### src/rtl/fp_mul_seq.sv
// fp_mul_seq: iterative IEEE-754-style floating-point multiplier.
// The significand product is built by a radix-4 Booth datapath that retires two
// multiplier bits per cycle. The result is rounded to nearest-even and returned
// through a valid/ready handshake. Subnormal operands are flushed to zero.
module fp_mul_seq #(
    parameter int EXP_W = 5,
    parameter int MAN_W = 10,
    parameter int BIAS  = 15
) (
    input  logic                 clk,
    input  logic                 rst,
    input  logic                 in_valid,
    output logic                 in_ready,
    input  logic [EXP_W+MAN_W:0] in_a,
    input  logic [EXP_W+MAN_W:0] in_b,
    output logic                 out_valid,
    input  logic                 out_ready,
    output logic [EXP_W+MAN_W:0] out_p,
    output logic [1:0]           out_exc
);
    localparam int W    = 1 + EXP_W + MAN_W;
    localparam int S    = MAN_W + 1;
    localparam int ITER = (MAN_W + 3) / 2;
    localparam int AW   = 2 * S + 2;
    localparam int QW   = 2 * ITER + 1;
    localparam int EW   = EXP_W + 2;
    localparam int CW   = $clog2(ITER + 1);

    localparam logic [CW-1:0]        ITER_C = CW'(ITER);
    localparam logic signed [EW-1:0] BIAS_E = EW'(BIAS);
    localparam logic signed [EW-1:0] EMAX_E = EW'((1 << EXP_W) - 1);
    localparam logic signed [EW-1:0] EZERO  = '0;
    localparam logic [W-1:0]         QNAN   = {1'b0, {EXP_W{1'b1}}, 1'b1, {(MAN_W-1){1'b0}}};

    typedef enum logic [1:0] {IDLE, MUL, NORM, HOLD} state_t;

    // Control and reset-cleared state
    state_t                  state_q, state_d;
    logic                    in_ready_q, in_ready_d;
    logic                    out_valid_q, out_valid_d;
    logic [W-1:0]            out_p_q, out_p_d;
    logic [1:0]              out_exc_q, out_exc_d;
    logic signed [AW-1:0]    acc_q, acc_d;
    logic [CW-1:0]           cnt_q, cnt_d;

    // Operand-derived datapath state, captured on accept
    logic [S-1:0]            mcand_q, mcand_d;
    logic [QW-1:0]           mplr_q, mplr_d;
    logic signed [EW-1:0]    exp_q, exp_d;
    logic                    sign_q, sign_d;
    logic                    nan_q, nan_d;
    logic                    inf_q, inf_d;
    logic                    zero_q, zero_d;

    // Operand fields and classes
    logic                    a_s, b_s;
    logic [EXP_W-1:0]        a_e, b_e;
    logic [MAN_W-1:0]        a_m, b_m;
    logic                    a_zero, b_zero, a_inf, b_inf, a_nan, b_nan;

    assign {a_s, a_e, a_m} = in_a;
    assign {b_s, b_e, b_m} = in_b;
    assign a_zero = (a_e == '0);
    assign b_zero = (b_e == '0);
    assign a_inf  = (&a_e) & ~(|a_m);
    assign b_inf  = (&b_e) & ~(|b_m);
    assign a_nan  = (&a_e) & (|a_m);
    assign b_nan  = (&b_e) & (|b_m);

    // Normalise the 2S-bit product and round it to nearest-even.
    // Returns {norm_inc, round_carry, fraction}. Any accumulator bit at or
    // above 2S-1 means the product lies in [2,4) and needs a right shift.
    function automatic logic [MAN_W+1:0] round_rne(input logic signed [AW-1:0] acc);
        logic           hi;
        logic [2*S-1:0] n;
        logic           g, r, st, up;
        logic [S:0]     sig;
        logic [MAN_W-1:0] frac;
        hi   = |acc[AW-1:2*S-1];
        n    = hi ? acc[2*S-1:0] : {acc[2*S-2:0], 1'b0};
        g    = n[S-1];
        r    = n[S-2];
        st   = |n[S-3:0];
        up   = g & (r | st | n[S]);
        sig  = {1'b0, n[2*S-1:S]} + {{S{1'b0}}, up};
        // A carry out of the rounded significand renormalises by one more place.
        frac = sig[S] ? sig[MAN_W:1] : sig[MAN_W-1:0];
        return {hi, sig[S], frac};
    endfunction

    // Resolve operand classes and exponent range into {exc, product}, highest
    // priority first: NaN / Inf*0, Inf, zero operand, overflow, underflow.
    function automatic logic [W+1:0] pack_result(input logic s, input logic nan,
                                                 input logic inf, input logic zero,
                                                 input logic signed [EW-1:0] e,
                                                 input logic [MAN_W-1:0] frac);
        logic [W-1:0] p;
        logic [1:0]   exc;
        if (nan) begin
            p   = QNAN;
            exc = 2'b11;
        end else if (inf) begin
            p   = {s, {EXP_W{1'b1}}, {MAN_W{1'b0}}};
            exc = 2'b11;
        end else if (zero) begin
            p   = {s, {(W-1){1'b0}}};
            exc = 2'b00;
        end else if (e >= EMAX_E) begin
            p   = {s, {EXP_W{1'b1}}, {MAN_W{1'b0}}};
            exc = 2'b01;
        end else if (e <= EZERO) begin
            p   = {s, {(W-1){1'b0}}};
            exc = 2'b10;
        end else begin
            p   = {s, e[EXP_W-1:0], frac};
            exc = 2'b00;
        end
        return {exc, p};
    endfunction

    logic signed [AW-1:0] mc_ext;
    logic signed [AW-1:0] booth_term;
    logic [CW:0]          shamt;
    logic [MAN_W+1:0]     rnd;
    logic signed [EW-1:0] e_fin;
    logic [W+1:0]         res;

    assign mc_ext = $signed({{(AW-S){1'b0}}, mcand_q});
    assign shamt  = {cnt_q, 1'b0};
    assign rnd    = round_rne(acc_q);
    assign e_fin  = exp_q + EW'(rnd[MAN_W+1]) + EW'(rnd[MAN_W]);
    assign res    = pack_result(sign_q, nan_q, inf_q, zero_q, e_fin, rnd[MAN_W-1:0]);

    // Booth recoding of the current multiplier triplet into 0, +-M or +-2M
    always_comb begin
        booth_term = '0;
        case (mplr_q[2:0])
            3'b001, 3'b010: booth_term = mc_ext;
            3'b011:         booth_term = mc_ext <<< 1;
            3'b100:         booth_term = -(mc_ext <<< 1);
            3'b101, 3'b110: booth_term = -mc_ext;
            default:        booth_term = '0;
        endcase
    end

    // Next state: accept operands, iterate Booth steps, normalise/round, hold result
    always_comb begin
        state_d     = state_q;
        in_ready_d  = in_ready_q;
        out_valid_d = out_valid_q;
        out_p_d     = out_p_q;
        out_exc_d   = out_exc_q;
        acc_d       = acc_q;
        cnt_d       = cnt_q;
        mcand_d     = mcand_q;
        mplr_d      = mplr_q;
        exp_d       = exp_q;
        sign_d      = sign_q;
        nan_d       = nan_q;
        inf_d       = inf_q;
        zero_d      = zero_q;
        case (state_q)
            IDLE: begin
                if (in_valid && in_ready_q) begin
                    sign_d     = a_s ^ b_s;
                    exp_d      = $signed({2'b00, a_e}) + $signed({2'b00, b_e}) - BIAS_E;
                    mcand_d    = {1'b1, a_m};
                    // Multiplier zero-extended for unsigned Booth, with the implicit 0 below the LSB
                    mplr_d     = {{(QW-S-1){1'b0}}, 1'b1, b_m, 1'b0};
                    nan_d      = a_nan | b_nan | (a_inf & b_zero) | (b_inf & a_zero);
                    inf_d      = a_inf | b_inf;
                    zero_d     = a_zero | b_zero;
                    acc_d      = '0;
                    cnt_d      = '0;
                    in_ready_d = 1'b0;
                    state_d    = MUL;
                end
            end
            MUL: begin
                if (cnt_q == ITER_C) begin
                    state_d = NORM;
                end else begin
                    acc_d  = acc_q + (booth_term <<< shamt);
                    mplr_d = mplr_q >> 2;
                    cnt_d  = cnt_q + 1'b1;
                end
            end
            NORM: begin
                out_exc_d   = res[W+1:W];
                out_p_d     = res[W-1:0];
                out_valid_d = 1'b1;
                state_d     = HOLD;
            end
            HOLD: begin
                if (out_ready) begin
                    out_valid_d = 1'b0;
                    in_ready_d  = 1'b1;
                    state_d     = IDLE;
                end
            end
            default: state_d = IDLE;
        endcase
    end

    // FSM, handshake outputs, accumulator and step counter; reset aborts any operation
    always_ff @(posedge clk) begin
        if (rst) begin
            state_q     <= IDLE;
            in_ready_q  <= 1'b1;
            out_valid_q <= 1'b0;
            out_p_q     <= '0;
            out_exc_q   <= 2'b00;
            acc_q       <= '0;
            cnt_q       <= '0;
        end else begin
            state_q     <= state_d;
            in_ready_q  <= in_ready_d;
            out_valid_q <= out_valid_d;
            out_p_q     <= out_p_d;
            out_exc_q   <= out_exc_d;
            acc_q       <= acc_d;
            cnt_q       <= cnt_d;
        end
    end

    // Operand datapath registers, only meaningful after an accept
    always_ff @(posedge clk) begin
        mcand_q <= mcand_d;
        mplr_q  <= mplr_d;
        exp_q   <= exp_d;
        sign_q  <= sign_d;
        nan_q   <= nan_d;
        inf_q   <= inf_d;
        zero_q  <= zero_d;
    end

    assign in_ready  = in_ready_q;
    assign out_valid = out_valid_q;
    assign out_p     = out_p_q;
    assign out_exc   = out_exc_q;

endmodule
### config.mk
export PLATFORM = sky130hd
export DESIGN_NAME = fp_mul_seq
export DESIGN_NICKNAME = d
export VERILOG_FILES = /design/src/rtl/fp_mul_seq.sv
export SDC_FILE = /design/constraint.sdc
export NUM_CORES = 1
export LEC_CHECK = 0
export CORE_ASPECT_RATIO = 0.6
export CORE_MARGIN = 4
export CORE_UTILIZATION = 61
export CTS_BUF_LIST = sky130_fd_sc_hd__clkbuf_8
export DETAILED_ROUTE_END_ITERATION = 10
export GPL_TIMING_DRIVEN = 0
export PLACE_DENSITY = 0.94
export SLEW_MARGIN = 5
export SYNTH_ARGS = -nofsm -noshare
export SYNTH_HDL_FRONTEND = slang
export SYNTH_SLANG_ARGS = --single-unit
### constraint.sdc
create_clock -name clk -period 6.3 [get_ports clk]
set_input_delay 1.575 -clock clk [delete_from_list [all_inputs] [get_ports clk]]
set_output_delay 1.575 -clock clk [all_outputs]
set_load 0.01 [all_outputs]
==> results.cfg <==
[grt]
first_global_vias = 6015
antenna_found_initial = 0
grt_max_degree = 23
grtUsageTotal_pct = 29.7
grt_pass1_wl_mm = 29.4
grt.overflow.total = 0

[critical_path]
rr_worst_depth = 14
reg2reg_to = out_p[5]
start_kind = flop
path_class = flop to flop
crit_required_ps = 6630
critPathArrivalTime_ps = 5990
reg2reg_from = acc_q[21]
timing.reg2reg.setup_slack_ps = 640
end_kind = flop
path_max_fanout = 7

[die]
start_util_pct = 63.3
core-area_um2 = 9980
pin_count = 56
die_x_um = 139
dieArea_um2 = 12100
fp-row-count = 28
die_h_um = 86.9

[synth]
yosysWarnings = 0
synthTopCellsByArea = edfxtp_1 (16%), dfxtp_1 (16%), ha_1 (9.1%), nor2_1 (5.6%), a21oi_1 (4.8%)
synth_top_cell_area_share_pct = 15.7
syn_area_um2 = 6320
yosysSeqAreaShare_pct = 31.2
syn_inst = 766
syn_area_per_cell_um2 = 8.26
async_reset_ff_share_pct = 0
synth_edf_count = 33
ys.flop_type = dfxtp_1
yosysUniqueCellTypes = 73
synth-seq-cells = 82
synth_nets = 851
yosys.area.top_type = edfxtp_1

[placement]
port-buffer-count = 55
dp_hpwl_mm = 13.6
place_congestion = 0.979

[min_path]
whs_endpoint = out_p[4]
whs_path_depth = 2
hold_start = out_p[4]
hold_path.class = flop to flop

[pwr]
power_leakage_nw = 2.87
p_sw_share_pct = 48.6
intPower_mw = 1.85
power_frac_seq_pct = 24.4
switchingPower_mw = 1.75
p_clk_share_pct = 12.8
p_comb_share_pct = 62.7
vdd_drop_max_v = 0.000293
p_per_area_nw_per_um2 = 496

[clock_tree]
cts_tree = yes
path_clk_slew_ps = 100
cts_sinks = 82
clockBufferDepth = 2
post-cts-setup-buffers = 0
clk_latency_ps = 390
ctsHtreeMaxLevel = 3
cts_resized = 0
cts_root_buf = clkbuf_8
cts_buffers = 9
holdBufCountCts = 0

[sta]
tightest_slew_ps = 1270
hold_slack_ps = 497
fmax_mhz = 177
layout_min_cycle_time_ps = 5660
finalCritPeriodShare_pct = 89.8
rsz0062_at_grt = no
fin_skew_ps = 15.1
finalMaxSlewViolations = 0
setup_viol = 0
finalHoldViolCount = 0
slew_headroom_pct = 14.6
fin_tns_setup_ps = 0

[route]
vias = 6377
drc_errors = 0
wl_per_cell_um = 18.7
drtAntennaViolNets = 0
first_iter_violations = 760
drt-pass1-iter-count = 6
drt-total-wl_mm = 18.2
avgViaCountPerCell = 6.56

[status]
status = finished clean

[job]
drv_cap = 0

[finish]
drive_above_1_share_pct = 6.33
synthToLayoutAreaGrowth_pct = 15.1
finish.utilization_pct = 72.9
n_antenna_cell = 0
fin_nets = 917
==> stage by stage <==
stage / instances / power, mW / instance area (µm²) / setup slack (ps)
2_1_floorplan: 766 / 2.47 / 6320 / 1810
3_3_place_gp: 956 / 2.97 / 7040 / 963
3_5_place_dp: 956 / 3.06 / 7040 / 827
4_1_cts: 972 / 3.53 / 7280 / 789
5_1_grt: 972 / 3.85 / 7280 / 273
6_report: 972 / 3.61 / 7280 / 642
==> cell type report <==
cell class / instances / area [µm²]
Sequential cell: 82 / 1970
Inverter: 33 / 124
Fill cell: 722 / 2710
Clock buffer: 10 / 138
Timing Repair Buffer: 55 / 551
Tap cell: 135 / 169
Multi-Input combinational cell: 619 / 4090
Clock inverter: 6 / 95.1
Buffer: 32 / 141
==> state kept, by name, summed over array words and instances, names as in the netlist <==
| name | cells |
|---|---|
| exp_q | 7 |
| inf_q | 1 |
| out_valid | 1 |
| out_p | 16 |
| in_ready | 1 |
| zero_q | 1 |
| out_exc | 2 |
| mplr_q | 12 |
| mcand_q | 10 |
| state_q | 2 |
| acc_q | 24 |
| nan_q | 1 |
| sign_q | 1 |
| cnt_q | 3 |
==> cell usage after synthesis (all sizes together), types with 10 or more instances <==
library cell  count
xnor2            19
mux2             16
nor3             22
xor2             13
nand3            29
nand2            75
edfxtp           33
o21ai            42
o22ai            10
ha               46
clkbuf           26
inv              32
a21o             11
a22oi            16
nor2             95
dfxtp            49
mux2i            16
a21oi            61
==> cell families (layout without fill, tap and decap cells) <==
logic type,Yosys count,count (layout),share of synthesized area (%)
AND/OR/NAND/NOR,284,284,21.1
AO/OA/AOI/OAI,221,221,23.2
flip-flops,82,82,31.2
buffers and inverters,65,136,4.19
adder cells (fa/ha/maj),50,50,10.2
XOR/XNOR,32,32,4.43
multiplexers,32,32,5.64
==> power by group through the flow <==
stage          Sequential [mW]  Combinational, mW  Clock, mW
5_1_grt                  0.897               2.47      0.481
2_1_floorplan            0.842               1.63          0
6_report                 0.882               2.26      0.463
3_5_place_dp             0.883               2.17          0
4_1_cts                  0.873               2.19      0.459
3_3_place_gp             0.872               2.09          0
==> metal layers <==
metal  global-route usage [%]  share of wire [%]  wire length [µm]  vias to the layer above
met5                        0                  0                 0                        -
met4                     7.73                1.7               308                        0
met3                     7.13                 12              2140                       46
met2                     46.0                 43              7750                      387
met1                     42.2                 44              8010                     2972
li1                         -                  -                 -                     2972
==> cells in the final DEF (no fill, tap or decap), types with 13 or more instances in the layout <==
cell / synthesis / routed
ha_1: 46 / 46
nand2_1: 75 / 75
a21oi_1: 61 / 61
clkbuf_1: 26 / 26
nor2_1: 95 / 95
nand3_1: 29 / 29
inv_1: 30 / 30
dfxtp_1: 49 / 49
clkdlybuf4s50_1: 0 / 55
xnor2_1: 19 / 19
nor3_1: 22 / 22
edfxtp_1: 33 / 33
xor2_1: 13 / 13
a22oi_1: 16 / 16
mux2_2: 15 / 15
mux2i_1: 15 / 15
o21ai_0: 41 / 41
==> worst max-delay path, stage by stage, from the launching register on <==
cell	delay, ps
dfxtp_1	360
nor3_1	610
nand2_1	250
a2111oi_2	470
nand3_1	170
nor3_1	490
fa_1	310
ha_1	280
and4_1	260
a21boi_0	120
nor3_1	330
o21ai_0	330
nor4_1	1030
nor4b_1	410
a311o_1	170
==> worst max path at each step <==
stage	startpoint	end	slack (ps)	depth (start not counted)
2_1_floorplan	mcand_q[4]	acc_q[23]	1810	18
3_3_place_gp	acc_q[21]	out_p[5]	960	14
3_5_place_dp	acc_q[21]	out_p[5]	830	14
4_1_cts	acc_q[21]	out_p[5]	790	14
5_1_grt	acc_q[21]	out_p[5]	270	14
6_report	acc_q[21]	out_p[5]	640	14
Note: power is estimated with default switching activity, not from simulation.
